**config.mk**
```make
export PLATFORM = sky130hd
export DESIGN_NAME = seven_segment_decoder
export DESIGN_NICKNAME = d
export VERILOG_FILES = /design/src/rtl/seven_segment_decoder.sv
export SDC_FILE = /design/constraint.sdc
export NUM_CORES = 1
export LEC_CHECK = 0
export BUFFER_PORTS_ARGS = -buffer_cell sky130_fd_sc_hd__clkbuf_2
export CAP_MARGIN = 20
export CORE_MARGIN = 4
export CORE_UTILIZATION = 53
export CTS_BUF_LIST = sky130_fd_sc_hd__clkbuf_8
export CTS_CLUSTER_DIAMETER = 150
export DETAILED_ROUTE_END_ITERATION = 6
export PLACE_DENSITY = 0.77
export SYNTH_ARGS = -nofsm -noshare
export SYNTH_HDL_FRONTEND = slang
export SYNTH_SLANG_ARGS = --single-unit
```
**constraint.sdc**
```tcl
create_clock -name i_Clk -period 1.6 [get_ports i_Clk]
set_input_delay 0.24 -clock i_Clk [delete_from_list [all_inputs] [get_ports i_Clk]]
set_output_delay 0.24 -clock i_Clk [all_outputs]
set_load 0.1 [all_outputs]
```
**src/rtl/seven_segment_decoder.sv**
```systemverilog
// Recovers a hex digit from seven active-high segment lines once the pattern
// has been stable for STABLE_CYCLES edges; flags blank and illegal glyphs.
module seven_segment_decoder #(
    parameter int STABLE_CYCLES = 4
) (
    input  logic       i_Clk,
    input  logic       i_Rst_L,
    input  logic       i_Segment_A,
    input  logic       i_Segment_B,
    input  logic       i_Segment_C,
    input  logic       i_Segment_D,
    input  logic       i_Segment_E,
    input  logic       i_Segment_F,
    input  logic       i_Segment_G,
    output logic [3:0] o_Binary_Num,
    output logic       o_Valid,
    output logic       o_Error,
    output logic       o_Blank
);

    localparam logic [7:0] LAST_COUNT = 8'(STABLE_CYCLES - 1);

    typedef enum logic {
        LOCKED   = 1'b0,
        SETTLING = 1'b1
    } state_t;

    // Returns {legal, value}; blank and unknown patterns report legal=0.
    function automatic logic [4:0] decode_glyph(input logic [6:0] seg);
        logic [4:0] result;
        case (seg)
            7'b1111110: result = {1'b1, 4'h0};
            7'b0110000: result = {1'b1, 4'h1};
            7'b1101101: result = {1'b1, 4'h2};
            7'b1111001: result = {1'b1, 4'h3};
            7'b0110011: result = {1'b1, 4'h4};
            7'b1011011: result = {1'b1, 4'h5};
            7'b1011111: result = {1'b1, 4'h6};
            7'b1110000: result = {1'b1, 4'h7};
            7'b1111111: result = {1'b1, 4'h8};
            7'b1111011: result = {1'b1, 4'h9};
            7'b1110111: result = {1'b1, 4'hA};
            7'b0011111: result = {1'b1, 4'hB};
            7'b1001110: result = {1'b1, 4'hC};
            7'b0111101: result = {1'b1, 4'hD};
            7'b1001111: result = {1'b1, 4'hE};
            7'b1000111: result = {1'b1, 4'hF};
            default:    result = 5'b0_0000;
        endcase
        return result;
    endfunction

    state_t     r_State;
    logic [6:0] r_Seg;
    logic [7:0] r_Count;
    logic [3:0] r_Binary_Num;
    logic       r_Valid;
    logic       r_Error;
    logic       r_Blank;

    state_t     w_State_Next;
    logic [6:0] w_Seg_Next;
    logic [7:0] w_Count_Next;
    logic [3:0] w_Binary_Num_Next;
    logic       w_Valid_Next;
    logic       w_Error_Next;
    logic       w_Blank_Next;

    logic [6:0] w_Pattern;
    logic [4:0] w_Decoded;
    logic       w_Legal;
    logic [3:0] w_Value;

    assign w_Pattern = {i_Segment_A, i_Segment_B, i_Segment_C, i_Segment_D,
                        i_Segment_E, i_Segment_F, i_Segment_G};
    assign w_Decoded = decode_glyph(r_Seg);
    assign w_Legal   = w_Decoded[4];
    assign w_Value   = w_Decoded[3:0];

    always_ff @(posedge i_Clk) begin
        if (!i_Rst_L) begin
            r_State      <= LOCKED;
            r_Seg        <= 7'd0;
            r_Count      <= 8'd0;
            r_Binary_Num <= 4'd0;
            r_Valid      <= 1'b0;
            r_Error      <= 1'b0;
            r_Blank      <= 1'b1;
        end else begin
            r_State      <= w_State_Next;
            r_Seg        <= w_Seg_Next;
            r_Count      <= w_Count_Next;
            r_Binary_Num <= w_Binary_Num_Next;
            r_Valid      <= w_Valid_Next;
            r_Error      <= w_Error_Next;
            r_Blank      <= w_Blank_Next;
        end
    end

    // Any change reloads the held pattern, even on the edge that would accept.
    always_comb begin
        w_State_Next      = r_State;
        w_Seg_Next        = r_Seg;
        w_Count_Next      = r_Count;
        w_Binary_Num_Next = r_Binary_Num;
        w_Valid_Next      = 1'b0;
        w_Error_Next      = 1'b0;
        w_Blank_Next      = r_Blank;

        if (w_Pattern != r_Seg) begin
            w_Seg_Next   = w_Pattern;
            w_Count_Next = 8'd0;
            w_State_Next = SETTLING;
        end else if (r_State == SETTLING) begin
            if (r_Count < LAST_COUNT) begin
                w_Count_Next = r_Count + 8'd1;
            end else begin
                w_State_Next = LOCKED;
                if (w_Legal) begin
                    w_Binary_Num_Next = w_Value;
                    w_Valid_Next      = 1'b1;
                    w_Blank_Next      = 1'b0;
                end else if (r_Seg == 7'd0) begin
                    w_Blank_Next = 1'b1;
                end else begin
                    w_Error_Next = 1'b1;
                    w_Blank_Next = 1'b0;
                end
            end
        end
    end

    assign o_Binary_Num = r_Binary_Num;
    assign o_Valid      = r_Valid;
    assign o_Error      = r_Error;
    assign o_Blank      = r_Blank;

endmodule
```
==> After elaboration in Yosys (flattened, before gate mapping) <==
Cells that the tools add are included.
{ "word_totals": {"ff_bits": 23, "in_bits": 9, "word_cells": 45} }
{ "classes": {"n_addsub": 1, "order_cmp": 1, "n_eq_ne": 17, "n_mux": 8, "n_bitwise": 4, "reduce_logical": 7} }
{ "ops": {"columns": ["op", "n"], "rows": [
  ["== test 7 bit (second input constant)", 12],
  ["case mux 5 bit (16 select lines)", 1],
  ["== test 7 x 6 -> 1 bit (second input constant)", 3],
  ["adder 8 x 1 -> 8 bit (second input constant)", 1],
  ["< comparator 8 x 2 -> 1 bit (second input constant)", 1],
  ["== test 7 x 5 -> 1 bit (second input constant)", 1],
  ["zero test 7 bit", 1],
  ["2-to-1 mux 1 bit", 7],
  ["!= test 7 bit", 1],
  ["OR reduction 5 bit", 1],
  ["NOT 1 bit", 4],
  ["AND reduction 4 bit", 1],
  ["OR reduction 4 bit", 1],
  ["AND reduction 3 bit", 1],
  ["AND reduction 2 bit", 1],
  ["OR reduction 2 bit", 1]
]} }

==> Depth between registers and ports, before layout <==
Gate-level depths: netlist of run 1.
{ "depth": {"word_depth": 4, "ltp_mapped": 7, "mapped_depth_nobuf": 6} }

==> Worst setup path before layout of run 1 <==
No wires, ideal clock.
{ "synth_path": {"path_type": "register to register", "start": "register r_Count[0]", "end": "register r_Binary_Num[0], in the netlist o_Binary_Num[0]", "setup_time_ps": 117, "arrival_time_ps": 1648, "t_required_ps": 1483, "slack_ps": -165, "stages_incl_launch_ff": 7, "synth_period_minus_slack_ps": 1765, "path_cell_list": "dfxtp_1 ha_1 or4_1 nor4_2 nor4b_4 o31a_1 o211a_1"} }
{ "synth_between": {"elab_chain_len": 3} }
{ "synth_rtl": {"columns": ["element", "line", "source"], "rows": [
  ["start: declaration", "55", "logic [7:0] r_Count;"],
  ["start signal: assignment", "92", "r_Count <= w_Count_Next;"],
  ["< comparator 8 x 2 -> 1 bit", "115", "if (r_Count < LAST_COUNT) begin"],
  ["NOT 1 bit (no source line)", null, null],
  ["AND reduction 4 bit (no source line)", null, null],
  ["end signal: assignment", "93", "r_Binary_Num <= w_Binary_Num_Next;"],
  ["end: declaration", "56", "logic [3:0] r_Binary_Num;"]
]} }
No other way between the ends.
A chain may end at the register's enable or synchronous reset.

==> Worst setup path in the final report of run 1 <==
{ "layout_path": {"start": "register r_Seg[2]", "end": "register r_Binary_Num[0], in the netlist o_Binary_Num[0]"} }
{ "layout_between": {"elab_chain_len": 3, "elab_cells_between_ends": 20, "cone_classes": "eq/ne: 17; mux: 1; bitwise: 1; reduce/logical: 1"} }
{ "layout_rtl": {"columns": ["element", "line", "source"], "rows": [
  ["start: declaration", "54", "logic [6:0] r_Seg;"],
  ["start signal: assignment", "91", "r_Seg <= w_Seg_Next;"],
  ["== test 7 bit, or another cell as far along", "31", "case (seg)"],
  ["case mux 5 bit (16 select lines) / NOT 1 bit (equally long branches)", null, null],
  ["AND reduction 4 bit (no source line)", null, null]
]} }
Parallel ways exist; a longest one is shown, timed or not.

==> results.md, run 1 <==
- Top achievable clock speed: slightly above 0.5 GHz
- Largest fanout on the critical path: 8
- Worst r2r src: r_Seg[2]
- WP data required: roughly 1.8 ns
- Largest delay share family, worst path: compound AO/OA/AOI/OAI gates
- CTS tree: done
- Vias after detailed routing: ~1,300
- Critical Path Sink Type: flip-flop
- Transition at the pin with the smallest max-transition slack: between 0.5 and 0.6 ns
- Number of antenna violations at the first check in global routing: 0
- Final setup slack of the worst path: -0.351 ns
- Internal power: 854 µW
- Number of buffers and inverters on the critical path: 1
- Number of I/O port buffers: 15
- DRC: 0
- Number of synthesized flops with an enable pin: 0
- Net switching share of the total power: roughly a quarter
- WL/cell: about 19 µm
- Number of warnings issued by yosys: 0
- Vias per cell: 6.24
- Area of all placed cells without fillers: approximately 0.0018 mm²
- Vertical die dimension: 56.9 µm
- Global-route wire length before repair: approximately 5.8 mm
- Stage delay of the slowest cell on the critical path: a little under 0.5 ns
- Headroom to the max-slew limit: 63.1%
- Startpoint kind of the worst setup timing path: flip-flop
- Total cell area at the placement stage: about 0.0016 mm²
- Worst Hold Launch: i_Segment_E
- IO Count: 16
- Classification of the worst-slack hold path: input port to flip-flop
- Critical path launch point: r_Seg[2]
- Proportion of layout cells with a drive suffix above 1: just under 50%
- Mapped Nets: 146
- Number of levels the H-tree was split into: 1
- Type of the setup path with the least slack: flip-flop to flip-flop
- Width of the die: 56.9 µm
- R2R setup slack: -0.35 ns
- Routed Antenna Nets: 0
- Ys async rst share: 0%
- Most common cell after layout, fill and taps aside: buf_4
- Sequential fraction of design power: approximately 53%
- Hold-fix buffers at CTS: 0
- Final number of max-transition violations: 0
- Gr usage total: about 22%
- Starting density of the core: a little under three fifths
- Critical path, cell by cell: buf_4 -> nor4bb_1 -> o2111a_1 -> nor4_1 -> o311ai_1 -> o211a_1
- Portion of total power attributed to the clock network: about 32%
- Nets@finish: approximately 190
- Largest net degree at the start of global routing: 25
- Relative contribution of combinational cells to total power: roughly 16%
- Final core utilization: about four fifths
- Critical path's slowest cell: nor4_1
- Detailed placement HPWL: around 2.3 mm
- GR Overflow Total: 0
- Post-synthesis instance total: 136
- Netlist area before placement: about 0.0013 mm²
- Area of the die: around 0.0032 mm²
- Diode count: 0
- Max IR drop VDD: 0.000681 V
- Placeable core region: about 0.0023 mm²
- Setup repair after global routing missed its margin: yes
- Shortest period the worst path allows: 1.95 ns
- Final Hold Fails: 0
- Clk Latency, worst-skew pair: 0.27 ns
- Clock tree sinks: 23
- Sw power: 306 µW
- Setup slack after placement: -0.300 ns
- Drt initial violations: 54
- Leak Pwr: ~0.77 nW
- Crit path arrival time: between 2 and 2.5 ns
- Share of synthesized area occupied by flip-flops and latches: between 30% and 40%
- Outcome: finished, violations left
- Area grow syn2layout: 40.5%
- Number of register bits inferred by synthesis: 23
- P per Cell Area: roughly 650 mW/mm²
- Count of maximum capacitance violations: 0
- Vias in the first global route: 1,268
- Violations in the final reports: setup timing
- Worst Clk Skew: just over 0.004 ns
- Highest-count cells in the layout ignoring fill and taps: buf_4, clkbuf_2, dfxtp_1, and2_1, nand2_1
- Final setup violating endpoints: 10
- Primary flip-flop cell chosen by synthesis mapping: dfxtp_1
- Number of distinct library cells after synthesis: 50
- TritonCTS Buffers: 3
- Number of iterations in the first detailed-routing pass: 4
- Total Power Consumption: around 1.2 mW
- Clock root buffer: clkbuf_8
- Portion of the clock cycle consumed by the worst path in the final layout: 122%
- Worst-case clock buffer depth: 2
- Clock slew at reported path FFs: roughly 0.080 ns
- Placement row count: 17
- Syn Area/Cell: ~9.3 µm²
- Final weighted congestion of routability-driven global placement: between 0.8 and 0.9
- Routed Wire Length: a little under 4 mm
[through the flow]
step / hold slack (ns) / std cells / TNS [ns]
floorplan: 0.362 / 136 / -0.523
global placement: 0.454 / 195 / -1.60
detailed placement: 0.466 / 195 / -2.20
CTS: 0.213 / 203 / -1.24
global route: 0.215 / 206 / -2.38
finish: 0.213 / 206 / -1.69
[power groups by stage]
stage | Clock (mW) | Combinational, mW | Sequential, mW
after floorplan | 0 | 0.113 | 0.605
after global placement | 0 | 0.148 | 0.620
after detailed placement | 0 | 0.152 | 0.621
after CTS | 0.362 | 0.172 | 0.606
after global routing | 0.402 | 0.192 | 0.610
final | 0.371 | 0.180 | 0.609
[cell usage after synthesis (3+ instances only)]
cell type,count,area (µm²)
nor4bb_1,3,30.0
buf_2,6,30.0
nor4_1,4,25.0
a21boi_0,3,22.5
mux2i_1,3,30.0
nor3_1,4,20.0
nand3_1,6,30.0
dfxtp_1,23,460
nand2_1,10,37.5
and3_1,6,37.5
and2_1,10,62.6
nand4b_1,3,26.3
xnor2_1,8,70.1
nand4_1,3,18.8
[cells by family (layout without fill, tap and decap cells)]
| group | Yosys count | count (layout) | share of synthesized area (%) |
|---|---|---|---|
| AOI/OAI and AO/OA | 20 | 20 | 13.0 |
| xor gates and xnor gates | 8 | 8 | 5.52 |
| adders and majority gates | 1 | 1 | 0.986 |
| buffers and inverters | 13 | 55 | 6.02 |
| DFF | 23 | 23 | 36.3 |
| muxes | 4 | 4 | 3.25 |
| and+or+nand+nor | 67 | 67 | 34.9 |
[routing by layer]
| metal | vias to the layer above | GRT usage, % | routed length, µm | share of wire [%] |
|---|---|---|---|---|
| met3 | 13 | 3.45 | 302 | 7.8 |
| met5 | - | 0 | 0 | 0 |
| met4 | 0 | 7.62 | 115 | 3.0 |
| met1 | 608 | 31.4 | 1570 | 41 |
| met2 | 74 | 34.4 | 1870 | 48 |
| li1 | 591 | - | - | - |
[what timing repair did]
item | 4_1_cts | 5_1_grt
setup endpoints to repair | 10 | 10
buffers inserted | 4 | 4
resized for setup | 23 | 8
cloned | 0 | 0
hold endpoints to repair | 0 | 0
pin swaps | 7 | 5
[flip-flops by register name (all words and copies together) (netlist names)]
register and flops:
r_Count 8, r_Seg 7, o_Binary_Num 4, o_Blank 1, o_Error 1, o_Valid 1, r_State 1
[final cells by class]
cell class | count | area, µm²
Clock buffer | 3 | 41.3
Clock inverter | 1 | 5.00
Fill cell | 150 | 472
Inverter | 1 | 3.75
Multi-Input combinational cell | 100 | 851
Sequential cell | 23 | 482
Tap cell | 28 | 35.0
Timing Repair Buffer | 50 | 365
[final timing paths]
path | end | cells past startpoint
max reg2reg | o_Binary_Num[0] | 6
min reg2reg | o_Blank | 2
min | r_Seg[2] | 2
max | o_Binary_Num[0] | 6
No activity file was read; power rests on OpenSTA's default activity.
==> inputs of run 2 (changes only) <==
- BUFFER_PORTS_ARGS: -buffer_cell sky130_fd_sc_hd__clkbuf_2 -> not set
- CORE_UTILIZATION: 53 -> 58
- DONT_BUFFER_PORTS: not set -> 1
- GPL_ROUTABILITY_DRIVEN: not set -> 0
- PLACE_DENSITY: 0.77 -> 0.76
==> run 2 against run 1 <==
  * The run still ends with setup timing left
  * Via count fell by 2.0%
  * Global-route usage rose by 5.4 points
  * Sequential cell count did not move
  * Clock power fell by 3%
  * Die area fell by 7.4%
  * Utilization rose by 8.6 points
  * Sequential share of layout area fell by 0.059 points
  * Clock skew fell by 0.0021 ns
  * Critical endpoint unchanged
==> results.md, run 2 (same netlist as run 1, synthesis figures left out) <==
- Outcome: finished, violations left (unchanged)
- Violations in the final reports: setup timing (unchanged)
- Shortest period the worst path allows: 1.88 ns (was 1.95 ns)
- Final setup violating endpoints: 10 (unchanged)
- Register with the most flip-flops: r_Count (unchanged)
- Number of I/O port buffers: 0 (was 15)
- Classification of the worst-slack hold path: input port to flip-flop (unchanged)
- Startpoint kind of the worst setup timing path: flip-flop (unchanged)
- Area grow syn2layout: 39.7% (was 40.5%)
- Routed Wire Length: 3.90 mm (was 3.86 mm)
- Min-Delay Path Depth: 1 (was 2)
- Worst Hold Launch: i_Rst_L (was i_Segment_E)
- Routed Antenna Nets: 0 (unchanged)
- End point of the worst hold path: o_Blank (was r_Seg[2])
- Largest net degree at the start of global routing: 25 (unchanged)
- Global-route wire length before repair: 5.74 mm (was 5.82 mm)
- P per Cell Area: 642 mW/mm² (was 651 mW/mm²)
- Number of antenna violations at the first check in global routing: 0 (unchanged)
- Critical path launch point: r_Seg[0] (was r_Seg[2])
- Placeable core region: 0.00202 mm² (was 0.00225 mm²)
- Starting density of the core: 62.7% (was 56.3%)
- Stage delay of the slowest cell on the critical path: 0.58 ns (was 0.49 ns)
- Number of buffers and inverters on the critical path: 0 (was 1)
- Count of maximum capacitance violations: 0 (unchanged)
- Setup slack after placement: -0.273 ns (was -0.300 ns)
- GR Overflow Total: 0 (unchanged)
- Setup repair after global routing missed its margin: yes (unchanged)
- Critical path, cell by cell: nand3_1 -> nor4b_1 -> or4_4 -> o31a_1 -> o211a_1 (was buf_4 -> nor4bb_1 -> o2111a_1 -> nor4_1 -> o311ai_1 -> o211a_1)
- Worst Clk Skew: 0.00200 ns (was 0.00409 ns)
- TritonCTS Buffers: 3 (unchanged)
- Area used by multi-input combinational logic: 867 µm² (was 851 µm²)
- Diode count: 0 (unchanged)
- Vias in the first global route: 1,247 (was 1,268)
- Vias per cell: 6.33 (was 6.24)
- Drt initial violations: 48 (was 54)
- Nets@finish: 183 (was 189)
- Critical path's slowest cell: or4_4 (was nor4_1)
- Vias after detailed routing: 1,260 (was 1,286)
- Transition at the pin with the smallest max-transition slack: 0.363 ns (was 0.556 ns)
- Clk Latency, worst-skew pair: 0.27 ns (about the same)
- Vertical die dimension: 54.8 µm (was 56.9 µm)
- Crit path arrival time: 2.05 ns (was 2.12 ns)
- Headroom to the max-slew limit: 75.4% (was 63.1%)
- Number of levels the H-tree was split into: 1 (unchanged)
- Worst r2r src: r_Seg[0] (was r_Seg[2])
- Largest delay share family, worst path: simple AND/OR/NAND/NOR gates (was compound AO/OA/AOI/OAI gates)
- Total Power Consumption: 1.14 mW (was 1.16 mW)
- DRC: 0 (unchanged)
- Largest fanout on the critical path: 8 (unchanged)
- R2R setup slack: -0.28 ns (was -0.35 ns)
- Register cell area after layout: 478 µm² (was 482 µm²)
- WP data required: 1.77 ns (was 1.76 ns)
- WL/cell: 19.6 µm (was 18.7 µm)
- CTS tree: done (unchanged)
- Clock tree sinks: 23 (unchanged)
- Portion of the clock cycle consumed by the worst path in the final layout: 118% (was 122%)
- Total negative slack for setup checks: -1.48 ns (was -1.69 ns)
- Most common cell after layout, fill and taps aside: buf_4 (unchanged)
- IO Count: 16 (unchanged)
- Reg2Reg Capture Point: o_Binary_Num[0] (unchanged)
- Top achievable clock speed: 0.532 GHz (was 0.513 GHz)
- Leak Pwr: 0.753 nW (was 0.774 nW)
- Width of the die: 54.8 µm (was 56.9 µm)
- Placement row count: 16 (was 17)
- Gr usage total: 27.7% (was 22.3%)
- Final setup slack of the worst path: -0.281 ns (was -0.351 ns)
- Fillers: 106 (was 150)
- Highest-count cells in the layout ignoring fill and taps: buf_4, dfxtp_1, and2_1, nand2_1, and3_1 (was buf_4, clkbuf_2, dfxtp_1, and2_1, nand2_1)
- Detailed placement HPWL: 2.45 mm (was 2.34 mm)
- Proportion of layout cells with a drive suffix above 1: 45.9% (was 48.3%)
- Worst reg2reg path depth: 5 (was 6)
- Max reg flops: 8 (unchanged)
- Max IR drop VDD: 0.000603 V (was 0.000681 V)
- Area of the die: 0.00300 mm² (was 0.00324 mm²)
- Final number of max-transition violations: 0 (unchanged)
- Worst-case clock buffer depth: 2 (unchanged)
- Clock root buffer: clkbuf_8 (unchanged)
- Critical Path Sink Type: flip-flop (unchanged)
- Number of iterations in the first detailed-routing pass: 4 (unchanged)
- Clock slew at reported path FFs: 0.08 ns (about the same)
- Final Hold Fails: 0 (unchanged)
- Type of the setup path with the least slack: flip-flop to flip-flop (unchanged)
[run 2: what timing repair did]
action,4_1_cts,5_1_grt
hold buffers,0,0
setup buffers,2,6
resized for setup,22,9
setup endpoints to repair,10,10
pin swaps,6,9
[run 2: final cells by class]
| class | count | area share [%] |
|---|---|---|
| inverters | 1 | 0.212 |
| multi-input cells | 100 | 48.9 |
| well taps | 27 | 1.91 |
| clock inverters | 1 | 0.212 |
| repair buffers | 44 | 19.5 |
| clock buffers | 3 | 2.33 |
| flip-flops and latches | 23 | 27.0 |
[run 2: how the worst max path moves through the flow]
stage	end	cells after the start
floorplan	o_Binary_Num[0]	6
global placement	o_Binary_Num[2]	4
detailed placement	o_Binary_Num[2]	4
CTS	o_Binary_Num[0]	7
global route	o_Binary_Num[0]	5
finish	o_Binary_Num[0]	5
[run 2: per-layer routing]
layer | share of wire [%] | GRT usage (%) | vias to the layer above | wire length [µm]
met5 | 0 | 0 | - | 0
met4 | 5.7 | 16.6 | 0 | 223
met3 | 8.2 | 5.45 | 24 | 318
met2 | 50 | 49.4 | 72 | 1950
met1 | 36 | 29.6 | 591 | 1410
li1 | - | - | 573 | -
[run 2: through the flow]
stage	instances	util (%)	hold slack [ns]	area, µm²
finish	199	87.7	0.0376	1770
global route	199	87.7	0.0508	1770
CTS	193	83.0	0.0364	1680
detailed placement	188	76.2	0.310	1540
global placement	188	76.2	0.306	1540
floorplan	136	-	0.362	1330
[run 2: power by group]
group / switching [mW] / leakage (nW) / internal, mW
combinational: 0.0724 / 0.535 / 0.0983
sequential: 0.0255 / 0.191 / 0.582
clock: 0.188 / 0.0269 / 0.172
==> inputs of run 3 (changes only) <==
- SKIP_LAST_GASP: not set -> 1
==> run 3 against run 2 <==
  * The run still ends with setup timing left
  * Non-clock buffer count did not move
  * Global-route usage fell by 0.75 points
  * Cell count did not move
  * Worst hold slack got worse by 0.00095 ns
  * Wire length rose by 2.1%
  * Sequential power barely moved
  * Clock skew rose by 0.0041 ns
  * Count of clock-buffer cells in the layout did not move
  * Via count fell by 0.16%
==> results.md, run 3 (same netlist as run 1, synthesis figures left out) <==
- Outcome: finished, violations left (unchanged)
- Violations in the final reports: setup timing (unchanged)
- Count of maximum capacitance violations: 0 (unchanged)
- Worst reg2reg path depth: 5 (unchanged)
- Number of buffers and inverters on the critical path: 0 (unchanged)
- Vias after detailed routing: 1,258 (was 1,260)
- Stage delay of the slowest cell on the critical path: 0.55 ns (was 0.58 ns)
- Headroom to the max-slew limit: 69.2% (was 75.4%)
- Vias per cell: 6.32 (was 6.33)
- Sw power: 281 µW (was 286 µW)
- Transition at the pin with the smallest max-transition slack: 0.461 ns (was 0.363 ns)
- WL/cell: 20.0 µm (was 19.6 µm)
- Relative contribution of combinational cells to total power: 15.2% (was 15.0%)
- Critical path's slowest cell: or4_4 (unchanged)
- Vertical die dimension: 54.8 µm (unchanged)
- Max reg flops: 8 (unchanged)
- Hold-fix buffers at CTS: 0 (unchanged)
- Type of the setup path with the least slack: flip-flop to flip-flop (unchanged)
- Critical path, cell by cell: or2_1 -> a2111oi_1 -> or4_4 -> o31a_1 -> o211a_1 (was nand3_1 -> nor4b_1 -> or4_4 -> o31a_1 -> o211a_1)
- Clock slew at reported path FFs: 0.08 ns (about the same)
- Portion of the clock cycle consumed by the worst path in the final layout: 116% (was 118%)
- Setup slack after placement: -0.273 ns (unchanged)
- Largest fanout on the critical path: 8 (unchanged)
- Reg2Reg Capture Point: o_Binary_Num[0] (unchanged)
- Clk Latency, worst-skew pair: 0.27 ns (about the same)
- Final setup violating endpoints: 9 (was 10)
- Global-route wire length before repair: 5.59 mm (was 5.74 mm)
- Top achievable clock speed: 0.540 GHz (was 0.532 GHz)
- Net switching share of the total power: 24.8% (was 25.1%)
- Gr usage total: 26.9% (was 27.7%)
- Nets@finish: 183 (unchanged)
- Starting density of the core: 62.7% (unchanged)
- Routed Antenna Nets: 0 (unchanged)
- Leak Pwr: 0.752 nW (was 0.753 nW)
- Min-Delay Path Depth: 1 (unchanged)
- CTS tree: done (unchanged)
- Placeable core region: 0.00202 mm² (unchanged)
- Number of I/O port buffers: 0 (unchanged)
- Highest-count cells in the layout ignoring fill and taps: buf_4, dfxtp_1, and2_1, nand2_1, and3_1 (unchanged)
- Worst r2r src: r_Seg[0] (unchanged)
- Most common cell after layout, fill and taps aside: buf_4 (unchanged)
- Worst-case clock buffer depth: 2 (unchanged)
- Shortest period the worst path allows: 1.85 ns (was 1.88 ns)
- Number of levels the H-tree was split into: 1 (unchanged)
- Final number of max-transition violations: 0 (unchanged)
- WP data required: 1.76 ns (was 1.77 ns)
- Classification of the worst-slack hold path: input port to flip-flop (unchanged)
- Total Power Consumption: 1.13 mW (was 1.14 mW)
- Largest delay share family, worst path: simple AND/OR/NAND/NOR gates (unchanged)
- Number of iterations in the first detailed-routing pass: 4 (unchanged)
- Internal power: 852 µW (about the same)
- GR Overflow Total: 0 (unchanged)
- Portion of total power attributed to the clock network: 31.2% (was 31.6%)
- Setup repair after global routing missed its margin: yes (unchanged)
- Final Hold Fails: 0 (unchanged)
- Worst Hold Launch: i_Rst_L (unchanged)
- Drt initial violations: 63 (was 48)
- Vias in the first global route: 1,222 (was 1,247)
- Number of antenna violations at the first check in global routing: 0 (unchanged)
- IO Count: 16 (unchanged)
- Area grow syn2layout: 38.7% (was 39.7%)
- Final core utilization: 87.0% (was 87.7%)
- Area of the die: 0.00300 mm² (unchanged)
- Register with the most flip-flops: r_Count (unchanged)
- TritonCTS Buffers: 3 (unchanged)
- Worst Clk Skew: 0.00614 ns (was 0.00200 ns)
- DRC: 0 (unchanged)
- Startpoint kind of the worst setup timing path: flip-flop (unchanged)
- End point of the worst hold path: o_Blank (unchanged)
- Width of the die: 54.8 µm (unchanged)
- Proportion of layout cells with a drive suffix above 1: 45.3% (was 45.9%)
- R2R setup slack: -0.25 ns (was -0.28 ns)
- Clock tree sinks: 23 (unchanged)
- Routed Wire Length: 3.98 mm (was 3.90 mm)
- Final setup slack of the worst path: -0.251 ns (was -0.281 ns)
- Placement row count: 16 (unchanged)
- Largest net degree at the start of global routing: 25 (unchanged)
- Diode count: 0 (unchanged)
- Max IR drop VDD: 0.000593 V (was 0.000603 V)
- Critical Path Sink Type: flip-flop (unchanged)
- Sequential fraction of design power: 53.6% (was 53.4%)
- Clock root buffer: clkbuf_8 (unchanged)
- Crit path arrival time: 2.01 ns (was 2.05 ns)
- Number of cells on the critical path: 5 (unchanged)
- Detailed placement HPWL: 2.45 mm (unchanged)
- P per Cell Area: 644 mW/mm² (was 642 mW/mm²)
run 3: how the worst max path moves through the flow:
| stage | start | to | slack [ns] |
|---|---|---|---|
| after floorplan | r_Seg[1] | o_Binary_Num[0] | -0.11 |
| after global placement | r_Seg[4] | o_Binary_Num[2] | -0.25 |
| after detailed placement | r_Seg[4] | o_Binary_Num[2] | -0.27 |
| after CTS | r_Count[0] | o_Binary_Num[0] | -0.22 |
| after global routing | r_Count[0] | o_Binary_Num[0] | -0.31 |
| final | r_Seg[0] | o_Binary_Num[0] | -0.25 |
run 3: power groups by stage:
stage	logic, mW	clock network (mW)	registers, mW
finish	0.172	0.354	0.607
CTS	0.142	0.361	0.606
global route	0.181	0.378	0.609
floorplan	0.113	0	0.605
global placement	0.129	0	0.618
detailed placement	0.134	0	0.618
run 3: repair_timing:
action | 4_1_cts | 5_1_grt
endpoints found under the setup margin | 10 | 10
gates cloned | 0 | 0
buffers inserted | 2 | 6
gates resized for setup | 20 | 9
pin swaps | 6 | 8
run 3: metrics by stage:
step                area (µm²)  TNS, ns  hold WS, ns  std cells
floorplan                 1330   -0.523        0.362        136
global placement          1540    -1.73        0.306        188
detailed placement        1540    -2.03        0.310        188
CTS                       1670    -1.30       0.0364        193
global route              1760    -2.27       0.0503        199
finish                    1760    -1.42       0.0366        199
run 3: final cells by class:
cell class | count | area, µm²
Multi-Input combinational cell | 100 | 853
Sequential cell | 23 | 478
Timing Repair Buffer | 44 | 345
Fill cell | 117 | 263
Clock buffer | 3 | 41.3
Tap cell | 27 | 33.8
Clock inverter | 1 | 3.75
Inverter | 1 | 3.75
run 3: per-layer routing:
| metal | track usage (%) | routed length, µm | vias to the layer above | share of wire, % |
|---|---|---|---|---|
| li1 | - | - | 575 | - |
| met3 | 5.72 | 225 | 29 | 5.7 |
| met2 | 47.6 | 1920 | 62 | 48 |
| met4 | 15.8 | 223 | 0 | 5.6 |
| met5 | 0 | 0 | - | 0 |
| met1 | 29.0 | 1610 | 592 | 40 |
